**src/rtl/region_color_tracker.sv**
```systemverilog
// Per-strip colour-hit counter with frame-level winner / threshold selection
// and per-flag debouncing across consecutive frames.
module region_color_tracker #(
    parameter int NUM_REGIONS = 4,
    parameter int FRAME_WIDTH = 640,
    parameter int CNT_W       = 17,
    parameter int THRESHOLD   = 2000,
    parameter int HYST_FRAMES = 3
) (
    input  logic                           PCLK,
    input  logic                           rst,
    input  logic                           VSYNC,
    input  logic                           HREF,
    input  logic                           e_pix,
    input  logic                           hit,
    input  logic                           mode,
    output logic [NUM_REGIONS-1:0]         region_flags,
    output logic [$clog2(NUM_REGIONS)-1:0] winner_idx,
    output logic                           winner_valid,
    output logic                           frame_done
);

    localparam int REGION_WIDTH = FRAME_WIDTH / NUM_REGIONS;
    localparam int IDX_W = $clog2(NUM_REGIONS);
    localparam int COL_W = $clog2(NUM_REGIONS + 1);
    localparam int SUB_W = (REGION_WIDTH > 1) ? $clog2(REGION_WIDTH) : 1;
    localparam int AGR_W = (HYST_FRAMES > 1) ? $clog2(HYST_FRAMES) : 1;
    localparam logic [63:0] THR64 = 64'(THRESHOLD);

    localparam logic [1:0] S_IDLE  = 2'd0;
    localparam logic [1:0] S_ACCUM = 2'd1;
    localparam logic [1:0] S_EVAL  = 2'd2;
    localparam logic [1:0] S_UPD   = 2'd3;

    logic                   r_vsync;
    logic                   r_href;
    logic                   r_vs_rise;
    logic [1:0]             r_state;
    logic [SUB_W-1:0]       r_sub_col;
    logic [COL_W-1:0]       r_col_region;
    logic [CNT_W-1:0]       r_cnt [NUM_REGIONS];
    logic [AGR_W-1:0]       r_agree [NUM_REGIONS];
    logic [IDX_W-1:0]       r_eval_idx;
    logic                   r_mode;
    logic [NUM_REGIONS-1:0] r_qual;
    logic [IDX_W-1:0]       r_best_idx;
    logic [CNT_W-1:0]       r_best_cnt;
    logic                   r_best_vld;

    logic                   w_href_rise;
    logic                   w_pix;
    logic [CNT_W-1:0]       w_cur_cnt;
    logic                   w_cur_qual;
    logic [NUM_REGIONS-1:0] w_cand;

    function automatic logic [CNT_W-1:0] sat_inc(input logic [CNT_W-1:0] v);
        return (v == {CNT_W{1'b1}}) ? v : v + CNT_W'(1);
    endfunction

    assign w_href_rise = HREF & ~r_href;
    assign w_pix       = e_pix & HREF;
    assign w_cur_qual  = (64'(w_cur_cnt) >= THR64);

    always_comb begin
        w_cur_cnt = '0;
        for (int i = 0; i < NUM_REGIONS; i++) begin
            if (r_eval_idx == IDX_W'(i)) w_cur_cnt = r_cnt[i];
        end
    end

    always_comb begin
        w_cand = '0;
        if (r_mode) begin
            w_cand = r_qual;
        end else if (r_best_vld) begin
            for (int i = 0; i < NUM_REGIONS; i++) begin
                if (r_best_idx == IDX_W'(i)) w_cand[i] = 1'b1;
            end
        end
    end

    // Input edge detection and column-to-strip tracking (strip index sticks past the last strip)
    always_ff @(posedge PCLK or posedge rst) begin
        if (rst) begin
            r_vsync      <= 1'b0;
            r_href       <= 1'b0;
            r_vs_rise    <= 1'b0;
            r_sub_col    <= '0;
            r_col_region <= '0;
        end else begin
            r_vsync   <= VSYNC;
            r_href    <= HREF;
            r_vs_rise <= VSYNC & ~r_vsync;
            if (w_href_rise) begin
                r_sub_col    <= '0;
                r_col_region <= '0;
            end else if (w_pix && (r_col_region != COL_W'(NUM_REGIONS))) begin
                if (r_sub_col == SUB_W'(REGION_WIDTH - 1)) begin
                    r_sub_col    <= '0;
                    r_col_region <= r_col_region + COL_W'(1);
                end else begin
                    r_sub_col <= r_sub_col + SUB_W'(1);
                end
            end
        end
    end

    always_ff @(posedge PCLK or posedge rst) begin
        if (rst) begin
            r_state      <= S_IDLE;
            r_eval_idx   <= '0;
            r_mode       <= 1'b0;
            r_qual       <= '0;
            r_best_idx   <= '0;
            r_best_cnt   <= '0;
            r_best_vld   <= 1'b0;
            region_flags <= '0;
            winner_idx   <= '0;
            winner_valid <= 1'b0;
            frame_done   <= 1'b0;
            for (int i = 0; i < NUM_REGIONS; i++) begin
                r_cnt[i]   <= '0;
                r_agree[i] <= '0;
            end
        end else begin
            frame_done <= 1'b0;
            if (r_state == S_ACCUM) begin
                for (int i = 0; i < NUM_REGIONS; i++) begin
                    if (w_pix && hit && (r_col_region == COL_W'(i))) r_cnt[i] <= sat_inc(r_cnt[i]);
                end
            end
            case (r_state)
                S_IDLE: begin
                    if (r_vs_rise) begin
                        r_state <= S_ACCUM;
                        for (int i = 0; i < NUM_REGIONS; i++) r_cnt[i] <= '0;
                    end
                end
                S_ACCUM: begin
                    if (r_vs_rise) begin
                        r_state    <= S_EVAL;
                        r_eval_idx <= '0;
                        r_mode     <= mode;
                        r_best_idx <= '0;
                        r_best_cnt <= '0;
                        r_best_vld <= 1'b0;
                    end
                end
                S_EVAL: begin
                    for (int i = 0; i < NUM_REGIONS; i++) begin
                        if (r_eval_idx == IDX_W'(i)) r_qual[i] <= w_cur_qual;
                    end
                    // Strict '>' keeps the lower index on ties
                    if (w_cur_qual && (!r_best_vld || (w_cur_cnt > r_best_cnt))) begin
                        r_best_vld <= 1'b1;
                        r_best_cnt <= w_cur_cnt;
                        r_best_idx <= r_eval_idx;
                    end
                    if (r_eval_idx == IDX_W'(NUM_REGIONS - 1)) r_state <= S_UPD;
                    else r_eval_idx <= r_eval_idx + IDX_W'(1);
                end
                S_UPD: begin
                    for (int i = 0; i < NUM_REGIONS; i++) begin
                        r_cnt[i] <= '0;
                        if (w_cand[i] == region_flags[i]) begin
                            r_agree[i] <= '0;
                        end else if (r_agree[i] == AGR_W'(HYST_FRAMES - 1)) begin
                            region_flags[i] <= ~region_flags[i];
                            r_agree[i]      <= '0;
                        end else begin
                            r_agree[i] <= r_agree[i] + AGR_W'(1);
                        end
                    end
                    winner_idx   <= r_best_idx;
                    winner_valid <= r_best_vld;
                    frame_done   <= 1'b1;
                    r_state      <= S_ACCUM;
                end
                default: r_state <= S_IDLE;
            endcase
        end
    end

endmodule

```
**config.mk**
```make
export PLATFORM = sky130hd
export DESIGN_NAME = region_color_tracker
export DESIGN_NICKNAME = d
export VERILOG_FILES = /design/src/rtl/region_color_tracker.sv
export SDC_FILE = /design/constraint.sdc
export NUM_CORES = 1
export LEC_CHECK = 0
export ABC_AREA = 1
export BUFFER_PORTS_ARGS = -buffer_cell sky130_fd_sc_hd__buf_2
export CELL_PAD_IN_SITES_DETAIL_PLACEMENT = 1
export CELL_PAD_IN_SITES_GLOBAL_PLACEMENT = 1
export CORE_ASPECT_RATIO = 0.5
export CORE_MARGIN = 10
export CORE_UTILIZATION = 45
export DETAILED_ROUTE_END_ITERATION = 16
export HOLD_SLACK_MARGIN = 0.15
export PLACE_DENSITY_LB_ADDON = 0.1
export SYNTH_ARGS = -nofsm -noshare
export SYNTH_HDL_FRONTEND = slang
export SYNTH_SLANG_ARGS = --single-unit
```
**constraint.sdc**
```tcl
create_clock -name PCLK -period 5 [get_ports PCLK]
set_input_delay 1 -clock PCLK [delete_from_list [all_inputs] [get_ports PCLK]]
set_output_delay 1 -clock PCLK [all_outputs]
set_load 0.05 [all_outputs]
```
==> flow_metrics.env <==
export IMPL_status="finished clean"
export IMPL_wire_per_inst_um=17.2
export IMPL_fin_crit_ns=3.91
export IMPL_dieArea_um2=23700
export IMPL_regArea_um2=3180
export IMPL_rows=34
export IMPL_grt_usage_pct=20.0
export IMPL_fin_nets=1139
export IMPL_finalInstanceArea_um2=8800
export IMPL_area_growth_pct=10.9
export IMPL_clkSinkCount=127
export IMPL_drc_errors=0
export IMPL_grt_ovfl_total=0
export IMPL_vdd_drop_max_uv=295
export IMPL_first_global_vias=7267
export IMPL_synth_top_family_by_area="simple AND/OR/NAND/NOR gates"
export IMPL_finalSetupViolCount=0
export IMPL_criticalPathCategory="reg -> reg"
export IMPL_yosysWarningCount=0
export IMPL_diodes=0
export IMPL_synth_edff_count=0
export IMPL_tightest_slew_ns=0.780
export IMPL_ioPinCount=15
export IMPL_avgSynthCellArea_um2=7.29
export IMPL_drtAntennaViolNets=0
export IMPL_clk_latency_ns=0.43
export IMPL_core_area_um2=17400
export IMPL_power_leakage_nw=4.26
export IMPL_rsz0062_at_grt="no"
export IMPL_slew_violations=0
export IMPL_post_dp_cell_area_um2=8180
export IMPL_p_per_area_nw_per_um2=508
export IMPL_synth_seq_area_share_pct=40.0
export IMPL_ys_flop_type="dfrtp_1"
export IMPL_required_ns=5.30
export IMPL_routed_via_density=5.38
export IMPL_path_max_fanout=21
export IMPL_cts_tree="built"
export IMPL_n_fill_cell=2199
export IMPL_fmax_mhz=255
export IMPL_place_congestion=0.855
export IMPL_syn_instance_count=1089
export IMPL_ctsHoldBuffers=0
export IMPL_synthMuxAreaShare_pct=0.378
export IMPL_async_reset_ff_share_pct=100
export IMPL_die_w_um=208
export IMPL_grt_max_degree=127
export IMPL_drive_above_1_share_pct=8.11
export IMPL_crit_chain="inv_1 > ha_1 > inv_2 > nand3_1 > nand2_1 > a21boi_2 > inv_1 > ha_1 > nand2_1 > nor2_1 > and2_1 > nand3b_1 > nand3_1 > nand2_1 > nand2_1 > nand2_2 > nand2_2 > nand2_4 > nand2_2 > nand2_1"
export IMPL_drv_cap=0
export IMPL_port_buffers=14
export IMPL_syn_area_um2=7940
export IMPL_cts_root_buf="clkbuf_16"
export IMPL_wl_mm=23.2
export IMPL_tns_ns=0
export IMPL_finalHoldViolCount=0
export IMPL_synthSimpleGateAreaFrac_pct=29.8
export IMPL_drtIter0Drc=323
export IMPL_skew_ns=0.0101
export IMPL_syn_nets=1131
export IMPL_slew_headroom_pct=48.0
export IMPL_endpoint_kind="flop"
export IMPL_utilization_pct=50.7
export IMPL_synth_xor_area_share_pct=2.43
export IMPL_critPathSlowestCell="ha_1"
export IMPL_clkTransAtPathRegs_ns=0.06
export IMPL_hold_path_class="reg -> reg"
export IMPL_cp_arrival_ns=4.22
export IMPL_initial_utilization_pct=45.7
export IMPL_grt_first_pass_wirelength_mm=38.6
export IMPL_synth_cell_type_count=46
export IMPL_drtPass1Iterations=6
export IMPL_critPathMaxStageDelay_ns=0.65
export IMPL_yosys_area_share_adder_pct=5.52
export IMPL_fin_crit_sh_pct=78.3
export IMPL_clk_path_buf_depth=2
export IMPL_startpoint_type="flop"
export IMPL_h_tree_depth=4
export IMPL_synth_compound_area_share_pct=11.7
export IMPL_die_height_um=114
export IMPL_multiInputGateArea_um2=3960
export IMPL_antenna_found_initial=0
export IMPL_ys_ff_latch=127
export IMPL_cts_setup_buffers=0
export IMPL_cp_common_cell="nand2_1"
export IMPL_cts_resized=0
export IMPL_r2r_slack_ns=1.09
export IMPL_num_vias=7231
export IMPL_cts_buffers=17
export IMPL_dpl_hpwl_mm=16.9
## cell usage after synthesis (2+ instances only)
cell type | count | area [µm²]
a211oi_1 | 5 | 37.5
a21boi_2 | 4 | 45.0
a21oi_1 | 75 | 375
a21oi_2 | 3 | 26.3
a22oi_1 | 2 | 15.0
a31oi_1 | 3 | 18.8
a41oi_1 | 4 | 35.0
and2_1 | 5 | 31.3
and3_1 | 3 | 18.8
buf_2 | 5 | 25.0
buf_4 | 3 | 22.5
buf_6 | 5 | 56.3
clkbuf_1 | 16 | 60.1
dfrtp_1 | 127 | 3180
ha_1 | 35 | 438
inv_1 | 158 | 593
inv_2 | 7 | 26.3
mux2i_1 | 3 | 30.0
nand2_1 | 238 | 893
nand2_2 | 14 | 87.6
nand3_1 | 90 | 450
nand3b_1 | 2 | 15.0
nand4_1 | 28 | 175
nor2_1 | 117 | 439
nor2_2 | 2 | 12.5
nor2_4 | 2 | 22.5
nor3_1 | 24 | 120
nor3b_1 | 3 | 22.5
nor4_1 | 4 | 25.0
o211ai_1 | 2 | 15.0
o21a_1 | 2 | 15.0
o21ai_0 | 57 | 285
o21ai_1 | 2 | 10.0
o22ai_1 | 4 | 25.0
or2_2 | 4 | 25.0
xnor2_1 | 2 | 17.5
xor2_1 | 20 | 175
## cell type report
class	count	area share, %
Inverter	166	7.11
Sequential cell	127	36.1
Timing Repair Buffer	20	1.45
Clock buffer	19	4.92
Clock inverter	13	2.16
Multi-Input combinational cell	765	44.9
Tap cell	234	3.33
## worst max-delay path: cells and delay by family, from the launching register on
kind                     cells  cell delay (ns)
adder cells (fa/ha/maj)      2             0.93
AO/OA/AOI/OAI                1             0.28
AND/OR/NAND/NOR             14             1.75
buffers and inverters        3             0.38
flip-flops                   1             0.42
## flip-flops by register name, indices dropped and copies added, names as in the netlist, 2 cells and up
signal        cells
r_eval_idx        2
r_qual            4
r_sub_col         8
r_state           2
r_best_cnt       17
r_col_region      3
winner_idx        2
r_cnt            68
r_agree           8
r_best_idx        2
region_flags      4
## worst paths after layout
kind,startpoint,to,cells past startpoint
max in group asynchronous,rst,r_cnt[13],3
worst max-delay path,r_eval_idx[1],r_best_cnt[11],20
worst max register to register,r_eval_idx[1],r_best_cnt[11],20
min in group asynchronous,rst,frame_done,2
worst min-delay path,r_vsync,r_vs_rise,1
worst min register to register,r_vsync,r_vs_rise,1
## layout by cell type, fill, tap and decap left out, types with 5 or more instances in the layout
cell type and instances:
nand2_1 238, inv_1 157, dfrtp_1 127, nor2_1 117, nand3_1 90, a21oi_1 75, o21ai_0 57, ha_1 35
nand4_1 28, nor3_1 24, xor2_1 20, clkbuf_16 17, nand2_2 14, buf_2 14, inv_2 7, a211oi_1 5
and2_1 5, buf_4 5
## power breakdown
part	switching, mW	total, mW	internal [mW]
logic	1.30	1.85	0.548
registers	0.123	1.28	1.16
clock network	0.505	1.34	0.836
total	1.93	4.48	2.54
## metal layers
layer  vias to the layer above  part of all wire [%]  global-route usage [%]  wire (µm)
li1                       3531                     -                       -          -
met1                      3607                    50                    27.5      11600
met2                        77                    46                    32.3      10600
met3                        16                   3.2                    3.14        749
met4                         0                   1.0                    5.28        234
met5                         -                     0                       0          0
## kinds of logic after synthesis
family	count (synthesis)
muxes	3
and+or+nand+nor	539
adders and majority gates	35
AOI/OAI and AO/OA	166
DFF	127
xor gates and xnor gates	22
buffers and inverters	197
## stage by stage
| stage | cells | hold slack (ns) | setup WS (ns) | power, mW |
|---|---|---|---|---|
| 6_report | 1344 | 0.391 | 1.09 | 4.48 |
| 5_1_grt | 1344 | 0.406 | 0.774 | 4.79 |
| 4_1_cts | 1344 | 0.391 | 1.11 | 4.49 |
| 3_5_place_dp | 1312 | 0.383 | 1.22 | 3.11 |
| 3_3_place_gp | 1312 | 0.381 | 1.33 | 3.04 |
| 2_1_floorplan | 1089 | 0.376 | 0.616 | 2.63 |
Note: power is estimated with default switching activity, not from simulation.
